<file path="src/rtl/pcie_ats_inval_pkg.sv">
// Shared widths, constants and ingress FSM state type for the ATS invalidate tracker.
package pcie_ats_inval_pkg;

  localparam int unsigned ItagW      = 5;
  localparam int unsigned TableDepth = 32;
  localparam int unsigned RidW       = 16;
  localparam int unsigned OutW       = 6;
  localparam logic [2:0]  CplCc      = 3'd1;

  typedef enum logic {
    StIdle,
    StFwd
  } ingress_state_e;

endpackage

</file>
<file path="src/rtl/pcie_ats_itag_table.sv">
// ITag-indexed table of pending invalidates (valid + requester ID) with a live-entry counter.
module pcie_ats_itag_table
  import pcie_ats_inval_pkg::*;
(
  input  logic             clk,
  input  logic             rst,
  input  logic             set_en,
  input  logic [ItagW-1:0] set_itag,
  input  logic [RidW-1:0]  set_rid,
  input  logic             clr_en,
  input  logic [ItagW-1:0] clr_itag,
  input  logic [ItagW-1:0] req_itag,
  output logic             req_hit,
  input  logic [ItagW-1:0] ack_itag,
  output logic             ack_hit,
  output logic [RidW-1:0]  ack_rid,
  output logic [OutW-1:0]  outstanding
);

  logic [TableDepth-1:0] valid_q, valid_d;
  logic [RidW-1:0]       rid_q [TableDepth];
  logic [OutW-1:0]       count_q, count_d;

  assign req_hit     = valid_q[req_itag];
  assign ack_hit     = valid_q[ack_itag];
  assign ack_rid     = rid_q[ack_itag];
  assign outstanding = count_q;

  always_comb begin
    valid_d = valid_q;
    if (clr_en) valid_d[clr_itag] = 1'b0;
    if (set_en) valid_d[set_itag] = 1'b1;
  end

  // Set and clear always target different ITags, so a simultaneous pair nets to zero.
  always_comb begin
    count_d = count_q;
    unique case ({set_en, clr_en})
      2'b10: if (count_q != OutW'(TableDepth)) count_d = count_q + 1'b1;
      2'b01: if (count_q != '0) count_d = count_q - 1'b1;
      default: count_d = count_q;
    endcase
  end

  always_ff @(posedge clk) begin
    if (rst) begin
      valid_q <= '0;
      count_q <= '0;
    end else begin
      valid_q <= valid_d;
      count_q <= count_d;
    end
  end

  always_ff @(posedge clk) begin
    if (set_en) rid_q[set_itag] <= set_rid;
  end

endmodule

</file>
<file path="src/rtl/pcie_ats_inval_tracker.sv">
// ATS Invalidate Request tracker: forwards host invalidates to the AFU and returns completions.
// Optional watchdog enabled by defining OFS_ATS_INVAL_WATCHDOG_EN.
module pcie_ats_inval_tracker
  import pcie_ats_inval_pkg::*;
#(
  parameter int unsigned         NUM_PFS        = 8,
  parameter logic [NUM_PFS-1:0]  ATS_CAP_EN     = {NUM_PFS{1'b1}},
  parameter int unsigned         TIMEOUT_CYCLES = 1024
) (
  input  logic             clk,
  input  logic             rst,
  input  logic             inv_req_valid,
  output logic             inv_req_ready,
  input  logic [2:0]       inv_req_pf,
  input  logic [ItagW-1:0] inv_req_itag,
  input  logic [RidW-1:0]  inv_req_rid,
  output logic             afu_inv_valid,
  input  logic             afu_inv_ready,
  output logic [ItagW-1:0] afu_inv_itag,
  input  logic             afu_ack_valid,
  output logic             afu_ack_ready,
  input  logic [ItagW-1:0] afu_ack_itag,
  output logic             cpl_valid,
  input  logic             cpl_ready,
  output logic [RidW-1:0]  cpl_rid,
  output logic [31:0]      cpl_itag_vec,
  output logic [2:0]       cpl_cc,
  output logic [OutW-1:0]  outstanding,
  output logic             err_unsup,
  output logic             err_timeout
);

  if (TIMEOUT_CYCLES < 1 || TIMEOUT_CYCLES > 65535) begin : g_bad_timeout
    $error("TIMEOUT_CYCLES must be in 1..65535");
  end

  ingress_state_e   state_q, state_d;
  logic [ItagW-1:0] itag_q, itag_d;
  logic             unsup_q, unsup_d;
  logic             pf_supported;
  logic             req_hit, ack_hit, set_en, clr_en, ack_fire;
  logic [RidW-1:0]  ack_rid;
  logic             cpl_valid_q;
  logic [RidW-1:0]  cpl_rid_q;
  logic [31:0]      cpl_vec_q;

  always_comb begin
    pf_supported = 1'b0;
    for (int unsigned i = 0; i < NUM_PFS; i++) begin
      if (i == 32'(inv_req_pf)) pf_supported = |(ATS_CAP_EN & (NUM_PFS'(1) << i));
    end
  end

  always_comb begin
    state_d       = state_q;
    itag_d        = itag_q;
    unsup_d       = 1'b0;
    set_en        = 1'b0;
    inv_req_ready = 1'b0;
    afu_inv_valid = 1'b0;
    case (state_q)
      StIdle: begin
        // A live entry stalls a reused ITag, which lets a same-cycle ack win.
        inv_req_ready = !req_hit;
        if (inv_req_valid && !req_hit) begin
          if (pf_supported) begin
            set_en  = 1'b1;
            itag_d  = inv_req_itag;
            state_d = StFwd;
          end else begin
            unsup_d = 1'b1;
          end
        end
      end
      StFwd: begin
        afu_inv_valid = 1'b1;
        if (afu_inv_ready) state_d = StIdle;
      end
      default: state_d = StIdle;
    endcase
  end

  always_ff @(posedge clk) begin
    if (rst) begin
      state_q <= StIdle;
      itag_q  <= '0;
      unsup_q <= 1'b0;
    end else begin
      state_q <= state_d;
      itag_q  <= itag_d;
      unsup_q <= unsup_d;
    end
  end

  assign afu_inv_itag  = itag_q;
  assign err_unsup     = unsup_q;
  assign afu_ack_ready = !cpl_valid_q || cpl_ready;
  assign ack_fire      = afu_ack_valid && afu_ack_ready;
  assign clr_en        = ack_fire && ack_hit;

  pcie_ats_itag_table u_table (
    .clk         (clk),
    .rst         (rst),
    .set_en      (set_en),
    .set_itag    (inv_req_itag),
    .set_rid     (inv_req_rid),
    .clr_en      (clr_en),
    .clr_itag    (afu_ack_itag),
    .req_itag    (inv_req_itag),
    .req_hit     (req_hit),
    .ack_itag    (afu_ack_itag),
    .ack_hit     (ack_hit),
    .ack_rid     (ack_rid),
    .outstanding (outstanding)
  );

  always_ff @(posedge clk) begin
    if (rst) begin
      cpl_valid_q <= 1'b0;
      cpl_rid_q   <= '0;
      cpl_vec_q   <= '0;
    end else if (clr_en) begin
      cpl_valid_q <= 1'b1;
      cpl_rid_q   <= ack_rid;
      cpl_vec_q   <= 32'(1) << afu_ack_itag;
    end else if (cpl_ready) begin
      cpl_valid_q <= 1'b0;
    end
  end

  assign cpl_valid    = cpl_valid_q;
  assign cpl_rid      = cpl_rid_q;
  assign cpl_itag_vec = cpl_vec_q;
  assign cpl_cc       = CplCc;

`ifdef OFS_ATS_INVAL_WATCHDOG_EN
  logic [15:0] wd_cnt_q, wd_cnt_d;
  logic        timeout_q;

  always_comb begin
    wd_cnt_d = wd_cnt_q;
    if (ack_fire || outstanding == '0) wd_cnt_d = '0;
    else if (wd_cnt_q != 16'hFFFF)     wd_cnt_d = wd_cnt_q + 16'd1;
  end

  always_ff @(posedge clk) begin
    if (rst) begin
      wd_cnt_q  <= '0;
      timeout_q <= 1'b0;
    end else begin
      wd_cnt_q  <= wd_cnt_d;
      timeout_q <= timeout_q | (wd_cnt_d == 16'(TIMEOUT_CYCLES));
    end
  end

  assign err_timeout = timeout_q;
`else
  assign err_timeout = 1'b0;
`endif

endmodule
</file>
<file path="config.mk">
export PLATFORM = sky130hd
export DESIGN_NAME = pcie_ats_inval_tracker
export DESIGN_NICKNAME = d
export VERILOG_FILES = /design/src/rtl/pcie_ats_inval_pkg.sv /design/src/rtl/pcie_ats_itag_table.sv /design/src/rtl/pcie_ats_inval_tracker.sv
export SDC_FILE = /design/constraint.sdc
export NUM_CORES = 1
export LEC_CHECK = 0
export ABC_AREA = 1
export CAP_MARGIN = 20
export CORE_UTILIZATION = 26
export CTS_CLUSTER_SIZE = 25
export DETAILED_ROUTE_END_ITERATION = 8
export SYNTH_ARGS = -nofsm -noshare
export SYNTH_HDL_FRONTEND = slang
export SYNTH_HIERARCHICAL = 1
export SYNTH_SLANG_ARGS = --single-unit
</file>
<file path="constraint.sdc">
create_clock -name clk -period 9 [get_ports clk]
set_input_delay 1.8 -clock clk [delete_from_list [all_inputs] [get_ports clk]]
set_output_delay 1.8 -clock clk [all_outputs]
set_load 0.1 [all_outputs]
</file>
---- Word level (Yosys, flattened, before mapping) ----
Memory sizes are Yosys's and may differ from the RTL's. A register that Yosys moved wholly into a read port is not among the register bits.
Index checks and enable logic that the tools add are counted.
storage, ports and cells
  memory bits (writable) .................. 512
  bits in registers ....................... 78
  word-level logic and storage cells ...... 80
  output and inout port bits .............. 68
  input port bits ......................... 35
  memories kept ........................... 1
memory list
  memory         words  bits a word  read ports  clocked after memory_dff  wr ports  RTL line                   RTL
  u_table.rid_q  32     16           1           1                         1         pcie_ats_itag_table.sv:21  logic [RidW-1:0] rid_q [TableDepth];
cells by class
  shift operators ......................... 1
  eq/ne operators ......................... 12
  $lt $le $gt $ge ......................... 4
  bitwise gates (word level) .............. 5
  reduce and logical (&&, ||, !) cells .... 15
  add/subtract/negate cells ............... 2
  muxes and demuxes ....................... 33
operators by type and width
  kind                                                                     number
  32-bit 2-to-1 mux                                                        2
  32-bit bitwise AND                                                       1
  32-bit inverter                                                          1
  32-bit OR                                                                1
  1-bit by 5-bit << shifter with 32-bit output, first input constant       1
  1-bit 2-to-1 mux                                                         23
  3-bit equality test, first input constant                                4
  5-bit by 6-bit < comparator with 1-bit output, second input constant     2
  6-bit 2-to-1 mux                                                         2
  6-bit one-hot mux with 2 select lines                                    1
  1-bit binary-select mux with 5-bit select                                2
  1-bit demux with 5-bit select                                            2
  5-bit by 1-bit >= comparator with 1-bit output, second input constant    2
  6-bit by 1-bit adder with 6-bit output, second input constant            1
  2-bit by 3-bit equality test with 1-bit output, first input constant     2
  6-bit inequality test, second input constant                             1
  3-bit AND reduction                                                      2
  6-bit nonzero test                                                       1
  6-bit by 1-bit subtractor with 6-bit output, second input constant       1
  1-bit logical AND                                                        5
  2-bit by 1-bit inequality test with 1-bit output, second input constant  2
  2-bit nonzero test                                                       2
  1-bit by 3-bit equality test with 1-bit output, first input constant     1
  3-bit zero test                                                          1
  7 further kinds                                                          9

---- Depth between registers and ports, before layout ----
  word-level depth ........................ 15
  depth in mapped cells ................... 30
  mapped depth without buffers ............ 26

---- By module ----
The synthesis kept the hierarchy.
modules (own cells, without submodules)
  module                  cells an instance  times used  seq. area each (um^2)  area an instance (um^2)
  pcie_ats_itag_table     2130               1           16135.5                23012.1
  pcie_ats_inval_tracker  308                1           1121.1                 2232.1

---- Worst setup path after synthesis ----
No wires, ideal clock.
  path kind ............................... input port to flip-flop
  start point ............................. input port inv_req_itag[0]
  end point ............................... memory u_table.rid_q[12][0] (enable)
  arrival time ............................ 5760 ps
  required time ........................... 8610 ps
  setup slack ............................. 2850 ps
  library setup time ...................... 390 ps
  path buffers ............................ 2
  stages .................................. 17
  cells stage by stage .................... buf_2 -> inv_1 -> buf_2 -> nand2_1 -> nand3_1 -> nand3_1 -> nand2_1 -> nand2_1 -> nand2_1 -> o21a_1 -> nor2_1 -> nand2_1 -> inv_1 -> inv_1 -> nor3_1 -> inv_1 -> nor2_1
on the way
  word-level cells in the longest chain between the ends .. 8
RTL lines
  element                                    RTL line                      RTL
  from (decl)                                pcie_ats_inval_tracker.sv:15  input logic [ItagW-1:0] inv_req_itag,
  1-bit binary-select mux with 5-bit select  pcie_ats_itag_table.sv:24     assign req_hit = valid_q[req_itag];
  1-bit 2-to-1 mux (implied by the code)     pcie_ats_itag_table.sv:24
  via req_hit                                pcie_ats_inval_tracker.sv:41  logic req_hit, ack_hit, set_en, clr_en, ack_fire;
  1-bit zero test                            pcie_ats_inval_tracker.sv:65  if (inv_req_valid && !req_hit) begin
  1-bit logical AND                          pcie_ats_inval_tracker.sv:65
  1-bit 2-to-1 mux                           pcie_ats_inval_tracker.sv:65
  1-bit 2-to-1 mux                           pcie_ats_inval_tracker.sv:61  case (state_q)
  via set_en                                 pcie_ats_inval_tracker.sv:41
  1-bit 2-to-1 mux                           pcie_ats_itag_table.sv:56     if (set_en) rid_q[set_itag] <= set_rid;
  1-bit 2-to-1 mux (implied by the code)     pcie_ats_itag_table.sv:56
  to (decl)                                  pcie_ats_itag_table.sv:21
The timed path passes the listed nets, and every way through them passes these cells. The select of a mux whose other input is x is not followed.

---- Worst setup path after layout ----
  start point ............................. input port inv_req_itag[1]
  end point ............................... output port inv_req_ready
on the way
  word-level cells in the longest chain between the ends .. 4
RTL lines
  element                                    RTL line                      RTL
  1-bit binary-select mux with 5-bit select  pcie_ats_itag_table.sv:24
  1-bit 2-to-1 mux (implied by the code)     pcie_ats_itag_table.sv:24
  via req_hit                                pcie_ats_inval_tracker.sv:41
  1-bit zero test                            pcie_ats_inval_tracker.sv:64  inv_req_ready = !req_hit;
  1-bit 2-to-1 mux                           pcie_ats_inval_tracker.sv:61
  to (decl)                                  pcie_ats_inval_tracker.sv:13  output logic inv_req_ready,
The timed path passes the listed nets, and every way through them passes these cells. The select of a mux whose other input is x is not followed.

==> results.json <==
{
  "io_pins": 103,
  "drc": 0,
  "async_flop_share_pct": 0,
  "cts_resized": 0,
  "finalPower_mw": 6.060,
  "grt_setup_unrepaired": "false",
  "cp-startpoint": "inv_req_itag[1]",
  "nNetsFinal": 2548,
  "hold_viol_final": 0,
  "dieWidth_um": 313.6,
  "crit_top_cell": "nand3_1",
  "synth_area_sq_mm": 0.02524,
  "post-cts-setup-buffers": 0,
  "syn_to_final_growth_pct": 17.33,
  "synth_edf_count": 512,
  "reg2reg_from": "u_table/valid_q[24]",
  "power_density_mw_per_mm2": 204.6,
  "hold_buffers": 0,
  "gp_congestion": 0.8791,
  "drt-total-wl_mm": 68.58,
  "dieArea_sq_mm": 0.09834,
  "cp_slowest_stage_delay_ns": 1.15,
  "fin_setup_tns_ns": 0,
  "cap_viol_max_count": 0,
  "irDropWorstVdd_uv": 152.1,
  "drt_iter0_drc": 1939,
  "yosys_register_bits": 606,
  "drv_slew": 0,
  "synthCells": 2438,
  "hold_path_class": "flip-flop to flip-flop",
  "cts_tree": "done",
  "dp_slack_ns": 2.183,
  "reg2reg_depth": 24,
  "htreeDepth": 2,
  "whs_path_depth": 2,
  "cts.sinks": 606,
  "crit_chain": "clkdlybuf4s50_1, inv_1, nand3_1, nand3_1, nand2_1, nand2_1, nand3_1, o21a_1, nor2_1, clkdlybuf4s50_1",
  "post_synth.cell_area_avg_sq_um": 10.35,
  "path_clk_slew_ns": 0.06,
  "yosysUniqueCellTypes": 28,
  "rows": 113,
  "grt-ovfl-total": 0,
  "fin_ws_ns": 2.115,
  "outcome": "finished clean",
  "min_from": "cpl_itag_vec[25]",
  "setup_viol": 0,
  "cts_made_buffers": 60,
  "min_period_ns": 6.885,
  "yosysMostFrequentCell": "nand2_1",
  "root_buffer": "clkbuf_16",
  "wl_per_cell_um": 17.92,
  "instances_no_fill": 3826,
  "cp-end-kind": "primary output",
  "synth-seq-area-share_pct": 68.36,
  "viasPerCell": 4.697,
  "max-clock-path-buffers": 3,
  "first_pass_iters": 5,
  "timing.final.crit_share_pct": 76.50,
  "critPathLaunchType": "primary input",
  "fmax_mhz": 145.2,
  "netlist.area_leader.share_pct": 60.90,
  "slowest_stage": "clkdlybuf4s50_1",
  "yosysTopAreaCell": "edfxtp_1",
  "grt_pass1_vias": 16320,
  "dp.final_hpwl_mm": 37.80,
  "coreArea_sq_mm": 0.09558,
  "drive_gt1_share_pct": 7.383,
  "critPathRequiredTime_ns": 7.20,
  "clock-skew-final_ns": 0.02473,
  "gr-usage-all-layers_pct": 13.54,
  "relSlewSlack_pct": 22.99,
  "ant_nets": 0,
  "ys.flop_type": "edfxtp_1",
  "synth_area_leaders": "edfxtp_1, nand2_1, nand3_1",
  "synth_common_cells": "nand2_1, edfxtp_1, nand3_1, a21oi_1, nor2_1",
  "critPathMaxFanout": 13,
  "leakage_nw": 10.31,
  "grt_pass1_wl_mm": 101.8,
  "vias": 17970,
  "antenna_found_initial": 1,
  "arrival_ns": 5.09,
  "worstMarginPinSlew_ns": 1.154,
  "worst-setup-path-type": "primary input to primary output",
  "die_y_um": 313.6,
  "yosysWarnings": 6,
  "io_buffers": 95,
  "grt_max_degree": 144,
  "initial_utilization_pct": 26.41,
  "dp_cells": 3699,
  "worstSkewPairLatency_ns": 0.64
}
flip-flops by register name, summed over array words and instances, names as in the netlist:
| name | flops |
|---|---|
| afu_inv_itag | 5 |
| err_unsup | 1 |
| cpl_rid | 16 |
| u_table/outstanding | 6 |
| cpl_itag_vec | 32 |
| u_table/rid_q | 512 |
| u_table/valid_q | 32 |
| cpl_valid | 1 |
| state_q | 1 |
report_power, final:
group / internal (mW) / switching (mW) / leakage, nW
clock network: 1.40 / 1.07 / 0.946
logic: 0.119 / 0.398 / 4.00
registers: 3.06 / 0.0127 / 5.37
cell usage in the layout, fill, tap and decap left out, types with 2 or more instances in the layout:
| cell type | n |
|---|---|
| o21ai_1 | 17 |
| nand4_1 | 5 |
| inv_2 | 5 |
| nor2_1 | 74 |
| bufinv_16 | 5 |
| buf_16 | 2 |
| nand3_1 | 463 |
| nor3_1 | 15 |
| nor2_2 | 32 |
| clkinv_4 | 3 |
| clkbuf_1 | 15 |
| nand2_1 | 814 |
| clkdlybuf4s50_1 | 88 |
| dfxtp_1 | 94 |
| nor2_4 | 2 |
| inv_6 | 2 |
| edfxtp_1 | 512 |
| buf_2 | 4 |
| clkbuf_16 | 61 |
| buf_6 | 4 |
| ha_1 | 4 |
| a21oi_1 | 113 |
| clkbuf_8 | 4 |
| buf_4 | 35 |
| inv_1 | 98 |
| buf_8 | 12 |
| conb_1 | 5 |
| clkinv_2 | 12 |
| clkinv_1 | 12 |
| o21ai_0 | 37 |
cell families (layout without fill, tap and decap cells):
family / after synthesis / after routing / synth area share [%]
flip-flops: 606 / 606 / 68.36
XOR/XNOR: 2 / 2 / 0.06940
adder cells (fa/ha/maj): 4 / 4 / 0.1983
AO/OA/AOI/OAI: 170 / 170 / 3.395
AND/OR/NAND/NOR: 1407 / 1407 / 23.49
buffers and inverters: 247 / 366 / 4.456
other: 2 / 6 / 0.02975
per-layer routing:
metal | track usage [%] | part of all wire, % | vias up
met1 | 19.27 | 45 | 8685
met5 | 0 | 0.013 | -
met2 | 20.62 | 44 | 694
met4 | 5.022 | 2.9 | 2
met3 | 2.236 | 7.9 | 105
li1 | - | - | 8486
critical path: cells and delay by family:
kind,cells,cell delay (ns)
AO/OA/AOI/OAI,1,0.21
buffers and inverters,3,2.39
AND/OR/NAND/NOR,6,0.65
path summary, 6_finish.rpt:
check	to	slack, ns
min	cpl_itag_vec[25]	0.46
min reg2reg	cpl_itag_vec[25]	0.46
max reg2reg	u_table/outstanding[4]	5.21
max	inv_req_ready	2.11
cell type report:
| class | instances | area [sq um] |
|---|---|---|
| Fill cell | 9737 | 65960 |
| Sequential cell | 606 | 17260 |
| Multi-Input combinational cell | 1588 | 6954 |
| Clock buffer | 78 | 1599 |
| Tap cell | 1265 | 1583 |
| Timing Repair Buffer | 147 | 1483 |
| Inverter | 106 | 407.9 |
| Clock inverter | 35 | 332.8 |
| Antenna cell | 1 | 2.502 |
metrics by stage:
step / hold WS [ns] / utilization [%] / area (sq um)
floorplan: 0.4671 / - / 25260
global placement: 0.4523 / 28.66 / 27390
detailed placement: 0.4568 / 28.76 / 27490
CTS: 0.4659 / 30.78 / 29420
global route: 0.4787 / 30.99 / 29620
finish: 0.4635 / 30.99 / 29620
No activity file was read; power rests on OpenSTA's default activity.
